File: config.mk
export PLATFORM = sky130hd
export DESIGN_NAME = pc_fetch_gen_flat
export DESIGN_NICKNAME = d
export VERILOG_FILES = /design/src/rtl/pc_fetch_gen_if.sv /design/src/rtl/pc_fetch_gen.sv /design/src/flat_wrapper.sv
export SDC_FILE = /design/constraint.sdc
export NUM_CORES = 1
export LEC_CHECK = 0
export ABC_CLOCK_PERIOD_IN_PS = 3900
export CAP_MARGIN = 20
export CORE_MARGIN = 1.5
export CORE_UTILIZATION = 25
export CTS_BUF_LIST = sky130_fd_sc_hd__clkbuf_16
export DETAILED_ROUTE_END_ITERATION = 16
export GPL_TIMING_DRIVEN = 0
export MAX_ROUTING_LAYER = met4
export SLEW_MARGIN = 25
export SYNTH_ARGS = -nofsm -noshare
export SYNTH_HDL_FRONTEND = slang
export SYNTH_SLANG_ARGS = --single-unit
File: constraint.sdc
create_clock -name clk -period 3.9 [get_ports clk]
set_clock_uncertainty 0.2 [all_clocks]
set_input_delay 0.78 -clock clk [delete_from_list [all_inputs] [get_ports clk]]
set_output_delay 0.78 -clock clk [all_outputs]
set_load 0.005 [all_outputs]
File: src/rtl/pc_fetch_gen_if.sv
// Instruction-fetch bus: memory request/ack handshake plus the redirect
// request coming from the control/execute stage.
interface pc_fetch_gen_if #(
    parameter int XLEN = 32
) ();
    logic            imem_req;
    logic [XLEN-1:0] imem_addr;
    logic            imem_ack;
    logic            redirect_valid;
    logic [1:0]      redirect_mode;
    logic [XLEN-1:0] redirect_base;
    logic [XLEN-1:0] redirect_offset;

    // Fetch-unit side: issues requests, consumes acks and redirects.
    modport master (
        output imem_req,
        output imem_addr,
        input  imem_ack,
        input  redirect_valid,
        input  redirect_mode,
        input  redirect_base,
        input  redirect_offset
    );

    // Environment side: instruction memory and redirect source.
    modport slave (
        input  imem_req,
        input  imem_addr,
        output imem_ack,
        output redirect_valid,
        output redirect_mode,
        output redirect_base,
        output redirect_offset
    );
endinterface

File: src/rtl/pc_fetch_gen.sv
// Program-counter generator. Holds one outstanding instruction-memory
// request at a time, follows sequential/redirected control flow and
// squashes wrong-path instructions that were in flight at a redirect.
module pc_fetch_gen #(
    parameter int              XLEN      = 32,
    parameter logic [XLEN-1:0] RESET_VEC = '0,
    parameter logic [XLEN-1:0] TRAP_VEC  = XLEN'(32'h100),
    parameter int              ILEN      = 4
) (
    input  logic            clk,
    input  logic            rst_n,
    input  logic            stall_i,
    pc_fetch_gen_if.master  bus,
    output logic            fetch_valid_o,
    output logic [XLEN-1:0] pc_out_o,
    output logic            misalign_err_o
);

    typedef enum logic [1:0] {
        BOOT  = 2'd0,
        FETCH = 2'd1,
        HOLD  = 2'd2
    } state_t;

    state_t          state_q, state_d;
    logic [XLEN-1:0] addr_q, addr_d;
    logic [XLEN-1:0] pend_addr_q, pend_addr_d;
    logic            pend_valid_q, pend_valid_d;
    logic            squash_q, squash_d;
    logic [XLEN-1:0] pc_q, pc_d;
    logic            fvalid_q, fvalid_d;
    logic            mis_q, mis_d;

    logic [XLEN-1:0] sum;
    logic [XLEN-1:0] raw_target;
    logic            tgt_misaligned;
    logic [XLEN-1:0] target;

    // Redirect target: mode decode, then misaligned targets fall back to the trap vector.
    always_comb begin
        sum = bus.redirect_base + bus.redirect_offset;
        case (bus.redirect_mode)
            2'b00:   raw_target = sum;
            2'b01:   raw_target = {sum[XLEN-1:1], 1'b0};
            default: raw_target = TRAP_VEC;
        endcase
        tgt_misaligned = (raw_target % XLEN'(ILEN)) != '0;
        target         = tgt_misaligned ? TRAP_VEC : raw_target;
    end

    // Next-state logic: fetch sequencing, redirect capture and squash tracking.
    always_comb begin
        state_d      = state_q;
        addr_d       = addr_q;
        pend_addr_d  = pend_addr_q;
        pend_valid_d = pend_valid_q;
        squash_d     = squash_q;
        pc_d         = pc_q;
        fvalid_d     = 1'b0;
        mis_d        = bus.redirect_valid & tgt_misaligned;

        case (state_q)
            BOOT, HOLD: begin
                // No request outstanding, so a redirect simply retargets the next fetch.
                if (bus.redirect_valid) begin
                    addr_d = target;
                end
                state_d = stall_i ? HOLD : FETCH;
            end
            FETCH: begin
                if (bus.imem_ack) begin
                    pc_d     = addr_q;
                    fvalid_d = ~(squash_q | bus.redirect_valid);
                    if (bus.redirect_valid) begin
                        addr_d = target;
                    end else if (pend_valid_q) begin
                        addr_d = pend_addr_q;
                    end else begin
                        addr_d = addr_q + XLEN'(ILEN);
                    end
                    pend_valid_d = 1'b0;
                    squash_d     = 1'b0;
                    state_d      = stall_i ? HOLD : FETCH;
                end else if (bus.redirect_valid) begin
                    // Request must stay stable until ack; remember where to go afterwards.
                    pend_addr_d  = target;
                    pend_valid_d = 1'b1;
                    squash_d     = 1'b1;
                end
            end
            default: state_d = BOOT;
        endcase
    end

    // State registers with asynchronous active-low reset.
    always_ff @(posedge clk or negedge rst_n) begin
        if (!rst_n) begin
            state_q      <= BOOT;
            addr_q       <= RESET_VEC;
            pend_addr_q  <= '0;
            pend_valid_q <= 1'b0;
            squash_q     <= 1'b0;
            pc_q         <= '0;
            fvalid_q     <= 1'b0;
            mis_q        <= 1'b0;
        end else begin
            state_q      <= state_d;
            addr_q       <= addr_d;
            pend_addr_q  <= pend_addr_d;
            pend_valid_q <= pend_valid_d;
            squash_q     <= squash_d;
            pc_q         <= pc_d;
            fvalid_q     <= fvalid_d;
            mis_q        <= mis_d;
        end
    end

    assign bus.imem_req   = (state_q == FETCH);
    assign bus.imem_addr  = addr_q;
    assign fetch_valid_o  = fvalid_q;
    assign pc_out_o       = pc_q;
    assign misalign_err_o = mis_q;

endmodule
File: src/flat_wrapper.sv
// flat-port wrapper written by rule: the top's interface ports become plain ports
module pc_fetch_gen_flat 
#(
    parameter int              XLEN      = 32,
    parameter logic [XLEN-1:0] RESET_VEC = '0,
    parameter logic [XLEN-1:0] TRAP_VEC  = XLEN'(32'h100),
    parameter int              ILEN      = 4
)
  (clk, rst_n, stall_i, fetch_valid_o, pc_out_o, misalign_err_o, bus_imem_req, bus_imem_addr, bus_imem_ack, bus_redirect_valid, bus_redirect_mode, bus_redirect_base, bus_redirect_offset);
  pc_fetch_gen_if #(.XLEN(XLEN)) bus_i ();
  input  logic clk;
  input  logic rst_n;
  input  logic stall_i;
  output logic fetch_valid_o;
  output logic [XLEN-1:0] pc_out_o;
  output logic misalign_err_o;
  output wire logic [$bits(bus_i.imem_req)-1:0] bus_imem_req;
  output wire logic [$bits(bus_i.imem_addr)-1:0] bus_imem_addr;
  input wire logic [$bits(bus_i.imem_ack)-1:0] bus_imem_ack;
  input wire logic [$bits(bus_i.redirect_valid)-1:0] bus_redirect_valid;
  input wire logic [$bits(bus_i.redirect_mode)-1:0] bus_redirect_mode;
  input wire logic [$bits(bus_i.redirect_base)-1:0] bus_redirect_base;
  input wire logic [$bits(bus_i.redirect_offset)-1:0] bus_redirect_offset;
  assign bus_imem_req = bus_i.imem_req;
  assign bus_imem_addr = bus_i.imem_addr;
  assign bus_i.imem_ack = bus_imem_ack;
  assign bus_i.redirect_valid = bus_redirect_valid;
  assign bus_i.redirect_mode = bus_redirect_mode;
  assign bus_i.redirect_base = bus_redirect_base;
  assign bus_i.redirect_offset = bus_redirect_offset;
  pc_fetch_gen #(.XLEN(XLEN), .RESET_VEC(RESET_VEC), .TRAP_VEC(TRAP_VEC), .ILEN(ILEN)) u_core (.clk(clk), .rst_n(rst_n), .stall_i(stall_i), .bus(bus_i), .fetch_valid_o(fetch_valid_o), .pc_out_o(pc_out_o), .misalign_err_o(misalign_err_o));
endmodule
==> results.json <==
{
  "status": "completed",
  "synth_async_sr_flop_share": 1.00,
  "cts_buffers": 9,
  "cts.path.max_buffers": 2,
  "port_buffers": 136,
  "cts_tree": "built",
  "grt_pass1_wl_um": 32300,
  "netlist_top_cells_area": "dfrtp_1 (39%), ha_1 (6.1%), mux2_2 (5.5%)",
  "crit_path_max_fanout": 10,
  "final_common_cell": "clkdlybuf4s50_1",
  "max_cap_violations": 0,
  "fin_hold_ws_ps": 200,
  "die_x_um": 165,
  "cts.sinks": 101,
  "ioPinCount": 138,
  "regArea_um2": 2530,
  "ir_drop_mv": 0.202,
  "crit_path_end_kind": "flop",
  "final_antenna_net_count": 0,
  "syn_to_final_growth_pct": 32.5,
  "hold_violations": 0,
  "start_util": 0.253,
  "drive_above_1_share": 0.0837,
  "first_pass_iters": 5,
  "power_density_nw_per_um2": 438,
  "drc": 0,
  "arrival_ps": 3720,
  "hold_class": "in -> async",
  "n_antenna_cell": 0,
  "fin_util": 0.335,
  "yosys_warnings": 0,
  "gp_congestion": 0.879,
  "synth-seq-cells": 101,
  "dp.cells": 1203,
  "synth_edf_count": 0,
  "fillCellCount": 2660,
  "h-tree-depth": 3,
  "floorplan.core_area_um2": 25900,
  "fin_crit_ps": 3680,
  "avgSynthCellArea_um2": 8.98,
  "die-height_um": 165,
  "grt_max_degree": 61,
  "max_freq_mhz": 272,
  "clk_latency_ps": 350,
  "num_rows": 59,
  "syn_area_um2": 6560,
  "fin_total_pwr_w": 0.00381,
  "final_nets": 983,
  "clock_tree.root_cell": "clkbuf_16",
  "multi_input_area_um2": 3830,
  "hpwl_um": 16200,
  "wl_um": 20400,
  "clk_pin_slew_ps": 70,
  "grt_pass1_vias": 5820,
  "finalSetupViolCount": 0,
  "overflow": 0,
  "vias_per_cell": 4.95,
  "p_leak_nw": 3.55,
  "design_area_um2": 8690,
  "dr.first_iter.drc_count": 510,
  "rsz0062_at_grt": "no",
  "routedWlPerCell_um": 16.8,
  "syn_inst": 731,
  "max_slew.worst_pin.slew_ps": 779,
  "critPathKind": "in -> reg",
  "syn_nets": 835,
  "synth_top_area_share": 0.385,
  "synth_top_cell_by_area": "dfrtp_1",
  "ys.flop_type": "dfrtp_1",
  "die_area_um2": 27200,
  "antenna_found_initial": 0,
  "crit_required_ps": 3940,
  "maxSlewViolCount": 0,
  "max_slew_margin": 0.479,
  "start_kind": "input pin",
  "fin_crit_sh": 0.943,
  "place_area_um2": 8360,
  "grt_use_total": 0.156,
  "synth_seq_area_share": 0.385,
  "final_cells": 1219,
  "final_cell_mix": "clkdlybuf4s50_1 (135), dfrtp_1 (101), nand2_1 (90)",
  "synth_cell_type_count": 66,
  "vias": 6039
}
[layout make-up]
cell class,count,area share
well taps,335,0.0482
plain buffers,35,0.0174
flip-flops and latches,101,0.291
clock inverters,7,0.0112
multi-input cells,579,0.440
inverters,16,0.00691
repair buffers,137,0.159
clock buffers,9,0.0259
[state kept, by name (all words and copies together), names as in the netlist]
| signal | flops |
|---|---|
| u_core.fetch_valid_o | 1 |
| u_core.pc_out_o | 32 |
| u_core.pend_addr_q | 32 |
| u_core.misalign_err_o | 1 |
| u_core.pend_valid_q | 1 |
| u_core.bus.imem_addr | 32 |
| u_core.state_q | 2 |
[worst paths after layout]
check                                                             to                            start  cells after the start  slack [ps]
worst min register to register       u_core.pc_out_o[11]$_DFFE_PN0P_  u_core.pc_out_o[11]$_DFFE_PN0P_                      2         280
worst max register to register   u_core.bus.imem_addr[9]$_DFFE_PN0P_    u_core.state_q[0]$_DFFE_PN0N_                      7        1010
worst max-delay path            u_core.bus.imem_addr[25]$_DFFE_PN0P_           bus_redirect_offset[0]                      9         220
max in group asynchronous          u_core.pend_addr_q[6]$_DFFE_PN0P_                            rst_n                      2        2660
min in group clk                     u_core.pc_out_o[11]$_DFFE_PN0P_  u_core.pc_out_o[11]$_DFFE_PN0P_                      2         280
worst min-delay path                 u_core.pc_out_o[23]$_DFFE_PN0P_                            rst_n                      1         200
[cells by family after synthesis]
logic type / count (synthesis) / synth area share
and+or+nand+nor: 244 / 0.181
muxes: 34 / 0.0580
DFF: 101 / 0.385
adders and majority gates: 33 / 0.0641
AOI/OAI and AO/OA: 221 / 0.217
buffers and inverters: 51 / 0.0322
xor gates and xnor gates: 47 / 0.0627
[synthesized netlist by cell type, drive strengths merged (4+ instances only)]
master	instances
dfrtp	101
nand2	90
o21ai	71
a21oi	55
nor2	55
ha	32
mux2	32
xor2	28
clkbuf	26
nand3	24
xnor2	19
inv	16
o31ai	15
and3	13
nor3	13
nand4	11
a21o	10
buf	9
a22oi	8
and2	8
o221ai	6
a211oi	5
a22o	5
a31oi	5
nand2b	5
o21a	5
a221oi	4
a32oi	4
nor2b	4
nor4	4
o211ai	4
o21bai	4
[routing by layer]
layer  vias up  global-route usage  routed length, um
met3        24              0.0131                936
li1       2960                   -                  -
met5         -                   -                  0
met4         0              0.0450                418
met1      2854               0.227              10200
met2       201               0.231               8860
[stage by stage]
step	setup TNS (ps)	worst slack, ps
after floorplan	0	766
after global placement	-217530	-2150
after detailed placement	-679	-213
after CTS	0	145
after global routing	0	46.8
final	0	224
[critical path: stages]
cell	delay [ps]
clkdlybuf4s50_1	460
ha_1	180
inv_1	60
fa_1	460
o21ai_0	110
or2_2	340
nor2_1	610
nand2_1	370
o21ai_0	340
[report_power, final]
| group | switching (W) | internal (W) |
|---|---|---|
| sequential | 0.000208 | 0.00127 |
| clock | 0.000412 | 0.000565 |
| combinational | 0.000654 | 0.000703 |
| total | 0.00127 | 0.00254 |
[what timing repair did]
item | 4_1_cts | 5_1_grt
setup buffers | 0 | 0
resized for setup | 0 | 1
endpoints found under the setup margin | 0 | 2
hold buffers | 0 | 0
No activity file was read; power rests on OpenSTA's default activity.
